==> src/rtl/oc_bank_arbiter_pkg.sv <==
// Shared constants, types and the bank-select helper for the operand-collector register read stage.
package oc_pkg;
  localparam int NUM_BANKS     = 4;
  localparam int BANK_SEL_HI   = 4;
  localparam int BANK_SEL_LO   = 3;
  localparam int REGS_PER_BANK = 8;
  localparam int REG_ID_W      = 5;
  localparam int SLOT_ID_W     = 3;
  localparam int BANK_W        = BANK_SEL_HI - BANK_SEL_LO + 1;

  typedef logic [SLOT_ID_W-1:0] slot_id_t;
  typedef logic [REG_ID_W-1:0]  reg_id_t;
  typedef logic [BANK_W-1:0]    bank_id_t;

  function automatic bank_id_t bank_of(input reg_id_t id);
    return id[BANK_SEL_HI:BANK_SEL_LO];
  endfunction
endpackage

==> src/rtl/oc_bank_arbiter_if.sv <==
// Request, writeback and per-bank return buses between the collector units and the bank arbiter.
interface oc_bank_arbiter_if
  import oc_pkg::*;
#(
  parameter int NS     = 8,
  parameter int DATA_W = 32,
  parameter int OCID_W = 3
);
  logic [NS-1:0]             req_vld;
  logic [NS*REG_ID_W-1:0]    req_reg_id;
  logic [NS-1:0]             req_rdy;
  logic                      wb_en;
  logic [REG_ID_W-1:0]       wb_reg_id;
  logic [DATA_W-1:0]         wb_data;
  logic [NUM_BANKS*DATA_W-1:0] bk_data;
  logic [NUM_BANKS-1:0]      bk_vld;
  logic [NUM_BANKS*OCID_W-1:0] bk_ocid;
  logic [NUM_BANKS-1:0]      bk_bz;

  modport master (
    output req_vld, req_reg_id, wb_en, wb_reg_id, wb_data,
    input  req_rdy, bk_data, bk_vld, bk_ocid, bk_bz
  );

  modport slave (
    input  req_vld, req_reg_id, wb_en, wb_reg_id, wb_data,
    output req_rdy, bk_data, bk_vld, bk_ocid, bk_bz
  );
endinterface

==> src/rtl/oc_bank_arbiter_rr_arbiter.sv <==
// NS-wide round-robin picker; the pointer moves past the winner only when the grant is taken.
module oc_rr_arbiter #(
  parameter int NS    = 8,
  parameter int IDX_W = 3
) (
  input  logic             clk,
  input  logic             rst,
  input  logic [NS-1:0]    i_req,
  input  logic             i_en,
  output logic             o_any,
  output logic [IDX_W-1:0] o_idx
);
  logic [IDX_W-1:0] r_ptr;

  always_comb begin
    int j;
    logic [IDX_W-1:0] w_cand;
    j      = 0;
    w_cand = '0;
    o_any  = 1'b0;
    o_idx  = '0;
    for (int i = 0; i < NS; i++) begin
      j = int'(r_ptr) + i;
      if (j >= NS) j = j - NS;
      w_cand = IDX_W'(j);
      if (!o_any && i_req[w_cand]) begin
        o_any = 1'b1;
        o_idx = w_cand;
      end
    end
  end

  always_ff @(posedge clk) begin
    if (rst) begin
      r_ptr <= '0;
    end else if (i_en && o_any) begin
      r_ptr <= (o_idx == IDX_W'(NS - 1)) ? '0 : o_idx + 1'b1;
    end
  end
endmodule

==> src/rtl/oc_bank_arbiter.sv <==
// Banked register file read stage with per-bank round-robin grant and writeback priority.
// Define OC_WB_FORWARD_EN to let a winner reading exactly the written register proceed with wb_data.
module oc_bank_arbiter
  import oc_pkg::*;
#(
  parameter int NUM_OC = 4,
  parameter int DATA_W = 32,
  parameter int OCID_W = 3
) (
  input logic clk,
  input logic rst,
  oc_bank_arbiter_if.slave bus
);
  localparam int NS = 2 * NUM_OC;

  logic [DATA_W-1:0] r_regs [NUM_BANKS*REGS_PER_BANK];
  logic [NS-1:0]     r_pending;
  reg_id_t           r_reg_id [NS];

  logic                  r_bk_vld  [NUM_BANKS];
  logic                  r_bk_bz   [NUM_BANKS];
  logic [OCID_W-1:0]     r_bk_ocid [NUM_BANKS];
  logic [DATA_W-1:0]     r_bk_data [NUM_BANKS];

  logic [NUM_BANKS-1:0]  w_grant;
  logic [OCID_W-1:0]     w_gnt_idx [NUM_BANKS];
  logic [NS-1:0]         w_clr;

  always_ff @(posedge clk) begin
    if (rst) begin
      for (int i = 0; i < NUM_BANKS*REGS_PER_BANK; i++) r_regs[i] <= '0;
    end else if (bus.wb_en) begin
      r_regs[bus.wb_reg_id] <= bus.wb_data;
    end
  end

  always_comb begin
    w_clr = '0;
    for (int b = 0; b < NUM_BANKS; b++)
      if (w_grant[b]) w_clr[w_gnt_idx[b]] = 1'b1;
  end

  // A slot is never set and cleared together: set needs ~pending, clear needs pending.
  always_ff @(posedge clk) begin
    if (rst) begin
      r_pending <= '0;
      for (int s = 0; s < NS; s++) r_reg_id[s] <= '0;
    end else begin
      for (int s = 0; s < NS; s++) begin
        if (w_clr[s]) begin
          r_pending[s] <= 1'b0;
        end else if (bus.req_vld[s] && !r_pending[s]) begin
          r_pending[s] <= 1'b1;
          r_reg_id[s]  <= bus.req_reg_id[s*REG_ID_W +: REG_ID_W];
        end
      end
    end
  end

  assign bus.req_rdy = ~r_pending;

  for (genvar gi = 0; gi < NUM_BANKS; gi++) begin : g_bank
    logic [NS-1:0]     w_elig;
    logic              w_any;
    logic [OCID_W-1:0] w_idx;
    logic              w_hit;
    logic              w_fwd;
    logic              w_block;

    for (genvar gj = 0; gj < NS; gj++) begin : g_elig
      assign w_elig[gj] = r_pending[gj] && (bank_of(r_reg_id[gj]) == bank_id_t'(gi));
    end

    assign w_hit = bus.wb_en && (bank_of(bus.wb_reg_id) == bank_id_t'(gi));
`ifdef OC_WB_FORWARD_EN
    assign w_fwd = w_hit && w_any && (r_reg_id[w_idx] == bus.wb_reg_id);
`else
    assign w_fwd = 1'b0;
`endif
    assign w_block       = w_hit && !w_fwd;
    assign w_grant[gi]   = w_any && !w_block;
    assign w_gnt_idx[gi] = w_idx;

    oc_rr_arbiter #(
      .NS    (NS),
      .IDX_W (OCID_W)
    ) u_rr (
      .clk   (clk),
      .rst   (rst),
      .i_req (w_elig),
      .i_en  (!w_block),
      .o_any (w_any),
      .o_idx (w_idx)
    );

    always_ff @(posedge clk) begin
      if (rst) begin
        r_bk_vld[gi]  <= 1'b0;
        r_bk_bz[gi]   <= 1'b0;
        r_bk_ocid[gi] <= '0;
        r_bk_data[gi] <= '0;
      end else begin
        r_bk_vld[gi] <= w_grant[gi];
        r_bk_bz[gi]  <= w_block;
        if (w_grant[gi]) begin
          r_bk_ocid[gi] <= w_idx;
          r_bk_data[gi] <= w_fwd ? bus.wb_data : r_regs[r_reg_id[w_idx]];
        end
      end
    end

    assign bus.bk_vld[gi]                     = r_bk_vld[gi];
    assign bus.bk_bz[gi]                      = r_bk_bz[gi];
    assign bus.bk_ocid[gi*OCID_W +: OCID_W]   = r_bk_ocid[gi];
    assign bus.bk_data[gi*DATA_W +: DATA_W]   = r_bk_data[gi];
  end
endmodule

==> src/flat_wrapper.sv <==
// flat-port wrapper written by rule: the top's interface ports become plain ports
module oc_bank_arbiter_flat import oc_pkg::*;
#(
  parameter int NUM_OC = 4,
  parameter int DATA_W = 32,
  parameter int OCID_W = 3
)
  (clk, rst, bus_req_vld, bus_req_reg_id, bus_wb_en, bus_wb_reg_id, bus_wb_data, bus_req_rdy, bus_bk_data, bus_bk_vld, bus_bk_ocid, bus_bk_bz);
  oc_bank_arbiter_if #(.DATA_W(DATA_W), .OCID_W(OCID_W)) bus_i ();
  input logic clk;
  input logic rst;
  input wire logic [$bits(bus_i.req_vld)-1:0] bus_req_vld;
  input wire logic [$bits(bus_i.req_reg_id)-1:0] bus_req_reg_id;
  input wire logic [$bits(bus_i.wb_en)-1:0] bus_wb_en;
  input wire logic [$bits(bus_i.wb_reg_id)-1:0] bus_wb_reg_id;
  input wire logic [$bits(bus_i.wb_data)-1:0] bus_wb_data;
  output wire logic [$bits(bus_i.req_rdy)-1:0] bus_req_rdy;
  output wire logic [$bits(bus_i.bk_data)-1:0] bus_bk_data;
  output wire logic [$bits(bus_i.bk_vld)-1:0] bus_bk_vld;
  output wire logic [$bits(bus_i.bk_ocid)-1:0] bus_bk_ocid;
  output wire logic [$bits(bus_i.bk_bz)-1:0] bus_bk_bz;
  assign bus_i.req_vld = bus_req_vld;
  assign bus_i.req_reg_id = bus_req_reg_id;
  assign bus_i.wb_en = bus_wb_en;
  assign bus_i.wb_reg_id = bus_wb_reg_id;
  assign bus_i.wb_data = bus_wb_data;
  assign bus_req_rdy = bus_i.req_rdy;
  assign bus_bk_data = bus_i.bk_data;
  assign bus_bk_vld = bus_i.bk_vld;
  assign bus_bk_ocid = bus_i.bk_ocid;
  assign bus_bk_bz = bus_i.bk_bz;
  oc_bank_arbiter #(.NUM_OC(NUM_OC), .DATA_W(DATA_W), .OCID_W(OCID_W)) u_core (.clk(clk), .rst(rst), .bus(bus_i));
endmodule
==> config.mk <==
export PLATFORM = sky130hd
export DESIGN_NAME = oc_bank_arbiter_flat
export DESIGN_NICKNAME = d
export VERILOG_FILES = /design/src/rtl/oc_bank_arbiter_pkg.sv /design/src/rtl/oc_bank_arbiter_if.sv /design/src/rtl/oc_bank_arbiter_rr_arbiter.sv /design/src/rtl/oc_bank_arbiter.sv /design/src/flat_wrapper.sv
export SDC_FILE = /design/constraint.sdc
export NUM_CORES = 2
export LEC_CHECK = 0
export ABC_AREA = 0
export ABC_CLOCK_PERIOD_IN_PS = 11270
export BUFFER_PORTS_ARGS = -buffer_cell sky130_fd_sc_hd__buf_2
export CELL_PAD_IN_SITES_DETAIL_PLACEMENT = 1
export CELL_PAD_IN_SITES_GLOBAL_PLACEMENT = 1
export CORE_MARGIN = 2
export CORE_UTILIZATION = 40
export CTS_BUF_LIST = sky130_fd_sc_hd__clkbuf_8 sky130_fd_sc_hd__clkbuf_16
export DETAILED_ROUTE_END_ITERATION = 10
export GPL_TIMING_DRIVEN = 1
export PLACE_DENSITY = 0.61
export SLEW_MARGIN = 25
export SYNTH_ARGS = -nofsm -noshare
export SYNTH_HDL_FRONTEND = slang
export SYNTH_SLANG_ARGS = --single-unit
==> constraint.sdc <==
create_clock -name clk -period 11.27 [get_ports clk]
set_input_delay 0 -clock clk [delete_from_list [all_inputs] [get_ports clk]]
set_output_delay 0 -clock clk [all_outputs]
set_load 0.1 [all_outputs]
==> results.yml <==
placement:
  place.gp.congestion: 0.855
  io_buffers: 243
  hpwl_mm: 111
grt:
  antenna_found_initial: 15
  grt.total_usage_pct: 24.4
  grt_pass1_vias: 40400
  grt.overflow.total: 0
  grt_first_pass_wirelength_mm: 280
  grt_max_degree: 97
setup_path:
  worstPathArrival_ns: 7.81
  rr_worst_depth: 14
  worstReg2RegStart: "u_core.g_bank[1].u_rr.r_ptr[1]$_SDFFE_PP0N_"
  path_class: "reg -> reg"
  cp-end-kind: "flop"
  path_max_fanout: 36
  r2r-end: "u_core.r_bk_data[1][6]$_SDFFCE_PN0P_"
  cp_data_required_time_ns: 11.74
  reg2reg_slack_ns: 3.93
  startpoint_type: "flop"
timing:
  report.final.slew_viol_count: 0
  slew_headroom_pct: 30.2
  fin_crit_sh_pct: 65.1
  fmax_mhz: 136
  finClkSkew_ns: 0.0356
  finalSetupViolations: 0
  hold_viol: 0
  finalCriticalPeriod_ns: 7.34
  setup_tns_ns: 0
  rsz0062_at_grt: "no"
  worst_slew_pin_slew_ns: 1.04
routing:
  dr.pass1.iters: 5
  drc_errors: 0
  drt.antenna.violating_nets: 0
  wl_per_cell_um: 27.8
  initialDrtViolationCount: 2699
  via_count: 38500
  via_per_inst: 5.59
  wirelength_mm: 192
clock_network:
  cts_tree: "done"
  clockBufferDepth: 3
  post_cts_buffers: 0
  cts_resized: 0
  numClockSinks: 1232
  root_buffer: "clkbuf_16"
  cts_buffers: 141
  path_clk_slew_ns: 0.06
  cts_max_level: 4
  insertion_delay_ns: 0.77
worst_hold_path:
  hold_end: "u_core.r_regs[13][11]$_SDFFCE_PN0P_"
  worstHoldStart: "bus_wb_data[11]"
  min_path_cells: 2
  min_path_type: "in -> reg"
floorplanning:
  start_util_pct: 40.1
  core-area_mm2: 0.152
  die_height_um: 394
  rows: 143
  die_w_um: 394
  io_pins: 244
  dieArea_mm2: 0.155
yosys:
  synth_seq_cells: 1232
  synthMuxAreaShare_pct: 14.3
  syn_area_mm2: 0.0608
  synthAdderAreaFrac_pct: 0.226
  avgSynthCellArea_um2: 13.3
  synth_simple_gate_area_share_pct: 15.6
  synth_edf_count: 1204
  synth_flop_cell: "edfxtp_1"
  seq_area_frac_synth_pct: 60.4
  synth-xor-area-share_pct: 0.187
  synth_compound_area_share_pct: 5.68
  synth_top_family_by_area: "simple AND/OR/NAND/NOR gates"
  synth.distinct_cells: 99
  synthCells: 4574
  yosysWarnings: 0
  syn-num-nets: 4673
  ys_async_sr_fraction_pct: 0
cells_and_area:
  area_growth_syn_to_layout_pct: 14.3
  seqCellArea_mm2: 0.0367
  layout.nets: 4835
  post-route-util_pct: 45.9
  multi_input_area_mm2: 0.0226
  num-fill-cells: 15300
  drive_gt1_share_pct: 16.0
outcome:
  outcome: "finished, final reports clean"
job:
  cap_violations: 0
[layout make-up]
class,count,area share [%]
Multi-Input combinational cell,2883,32.5
Antenna cell,13,0.0468
Clock buffer,145,5.22
Timing Repair Buffer,434,4.25
Sequential cell,1232,52.8
Tap cell,2030,3.65
Inverter,44,0.248
Clock inverter,110,1.31
[through the flow]
step / worst slack [ns] / cell area [µm²] / hold slack (ns) / cells
CTS: 4.00 / 69500 / 0.00145 / 6877
detailed placement: 3.99 / 63800 / 0.282 / 6511
global placement: 4.16 / 63800 / 0.280 / 6511
floorplan: 6.45 / 60800 / 0.0768 / 4574
finish: 3.93 / 69500 / 0.0437 / 6891
global route: 3.51 / 69500 / 0.0421 / 6879
[worst max-delay path, stage by stage (launching register included)]
cell,delay (ns)
dfxtp_1,0.79
inv_1,0.29
ha_1,0.90
inv_2,0.24
a21boi_0,0.28
mux4_2,0.34
nand4_1,0.10
nor3_1,0.36
nand3_1,0.14
a31oi_2,0.83
mux2i_1,0.41
mux2_2,0.91
nand2_2,0.81
o2111ai_1,0.46
a21oi_1,0.12
[sequential cells by signal, indices dropped and copies added (netlist names)]
register / cells
u_core.r_bk_vld: 4
u_core.r_reg_id: 40
u_core.r_bk_bz: 4
u_core.r_regs: 1024
u_core.r_pending: 8
u_core.r_bk_data: 128
u_core.r_bk_ocid: 12
u_core.g_bank.u_rr.r_ptr: 12
[kinds of logic (layout without fill, tap and decap cells)]
kind of cell / count (synthesis) / count (layout)
AO/OA/AOI/OAI: 442 / 442
XOR/XNOR: 13 / 13
adder cells (fa/ha/maj): 11 / 11
buffers and inverters: 459 / 733
flip-flops: 1232 / 1232
multiplexers: 793 / 793
other: 0 / 13
AND/OR/NAND/NOR: 1624 / 1624
[cells in the mapped netlist, types with 7 or more instances]
| cell | number | share of area [%] |
|---|---|---|
| mux2i_1 | 661 | 11 |
| nand2_1 | 119 | 0.73 |
| buf_6 | 30 | 0.56 |
| nor4_1 | 7 | 0.072 |
| o2111ai_1 | 33 | 0.48 |
| o22a_1 | 37 | 0.53 |
| dfxtp_1 | 28 | 0.92 |
| ha_1 | 11 | 0.23 |
| mux4_2 | 49 | 1.8 |
| mux2_2 | 63 | 1.2 |
| o21ai_0 | 58 | 0.48 |
| nand4_1 | 10 | 0.10 |
| edfxtp_1 | 1204 | 59 |
| o221ai_1 | 9 | 0.13 |
| nor3_1 | 23 | 0.19 |
| and3b_1 | 16 | 0.23 |
| nand4b_1 | 8 | 0.12 |
| nor3b_1 | 10 | 0.12 |
| o22ai_1 | 70 | 0.72 |
| and3_1 | 16 | 0.16 |
| xnor2_1 | 7 | 0.10 |
| buf_1 | 7 | 0.043 |
| nand3b_1 | 17 | 0.21 |
| mux2_1 | 14 | 0.26 |
| buf_4 | 33 | 0.41 |
| nor2_1 | 156 | 0.96 |
| a221oi_2 | 33 | 0.81 |
| and2_1 | 1063 | 11 |
| clkbuf_1 | 259 | 1.6 |
| nor2b_1 | 20 | 0.21 |
| a211oi_1 | 18 | 0.22 |
| inv_1 | 37 | 0.23 |
| buf_2 | 81 | 0.67 |
| a22o_1 | 32 | 0.46 |
| o211ai_1 | 10 | 0.12 |
| a21oi_1 | 65 | 0.53 |
| nand2b_1 | 13 | 0.13 |
| nand3_1 | 111 | 0.91 |
| a311oi_1 | 8 | 0.12 |
| or3b_2 | 7 | 0.10 |
[layout by cell type, fill, tap and decap left out, types with 17 or more instances in the layout]
master,count
edfxtp_1,1204
and2_1,1063
mux2i_1,661
buf_2,243
clkbuf_16,145
nor2_1,123
nand2_1,114
nand3_1,111
dlygate4sd3_1,111
buf_4,78
inv_1,71
o22ai_1,70
a21oi_1,64
mux2_2,61
mux4_2,49
o22a_1,37
o21ai_4,34
o2111ai_1,33
a221oi_2,33
clkinv_1,33
a22o_1,32
dfxtp_1,28
o21ai_0,26
nor2_4,25
nor3_1,23
nor2b_1,20
a211oi_1,18
nand3b_1,17
[timing repair]
item                                    in CTS  in global routing
endpoints found under the hold margin      709                  0
endpoints found under the setup margin       0                  0
hold buffers                               111                  0
[layer usage]
| metal | share of wire (%) | vias up | GRT usage (%) |
|---|---|---|---|
| met1 | 44 | 20200 | 32.9 |
| met5 | 0 | - | 0 |
| met3 | 5.2 | 264 | 3.72 |
| li1 | - | 17100 | - |
| met2 | 48 | 1016 | 40.4 |
| met4 | 3.1 | 0 | 8.00 |
[worst max path at each step]
| stage | start | to | slack [ns] | cells past startpoint |
|---|---|---|---|---|
| 3_3_place_gp | u_core.g_bank[1].u_rr.r_ptr[1]$_SDFFE_PP0N_ | u_core.r_bk_data[1][6]$_SDFFCE_PN0P_ | 4.16 | 13 |
| 2_1_floorplan | u_core.g_bank[1].u_rr.r_ptr[1]$_SDFFE_PP0N_ | u_core.r_bk_data[1][28]$_SDFFCE_PN0P_ | 6.45 | 21 |
| 6_report | u_core.g_bank[1].u_rr.r_ptr[1]$_SDFFE_PP0N_ | u_core.r_bk_data[1][6]$_SDFFCE_PN0P_ | 3.93 | 14 |
| 4_1_cts | u_core.g_bank[1].u_rr.r_ptr[1]$_SDFFE_PP0N_ | u_core.r_bk_data[1][28]$_SDFFCE_PN0P_ | 4.00 | 14 |
| 5_1_grt | u_core.g_bank[1].u_rr.r_ptr[1]$_SDFFE_PP0N_ | u_core.r_bk_data[1][28]$_SDFFCE_PN0P_ | 3.51 | 13 |
| 3_5_place_dp | u_core.g_bank[1].u_rr.r_ptr[1]$_SDFFE_PP0N_ | u_core.r_bk_data[1][28]$_SDFFCE_PN0P_ | 3.99 | 14 |
Power is not shown: default switching activity piles up to over one toggle a cycle in this logic, so the estimate is an artifact.
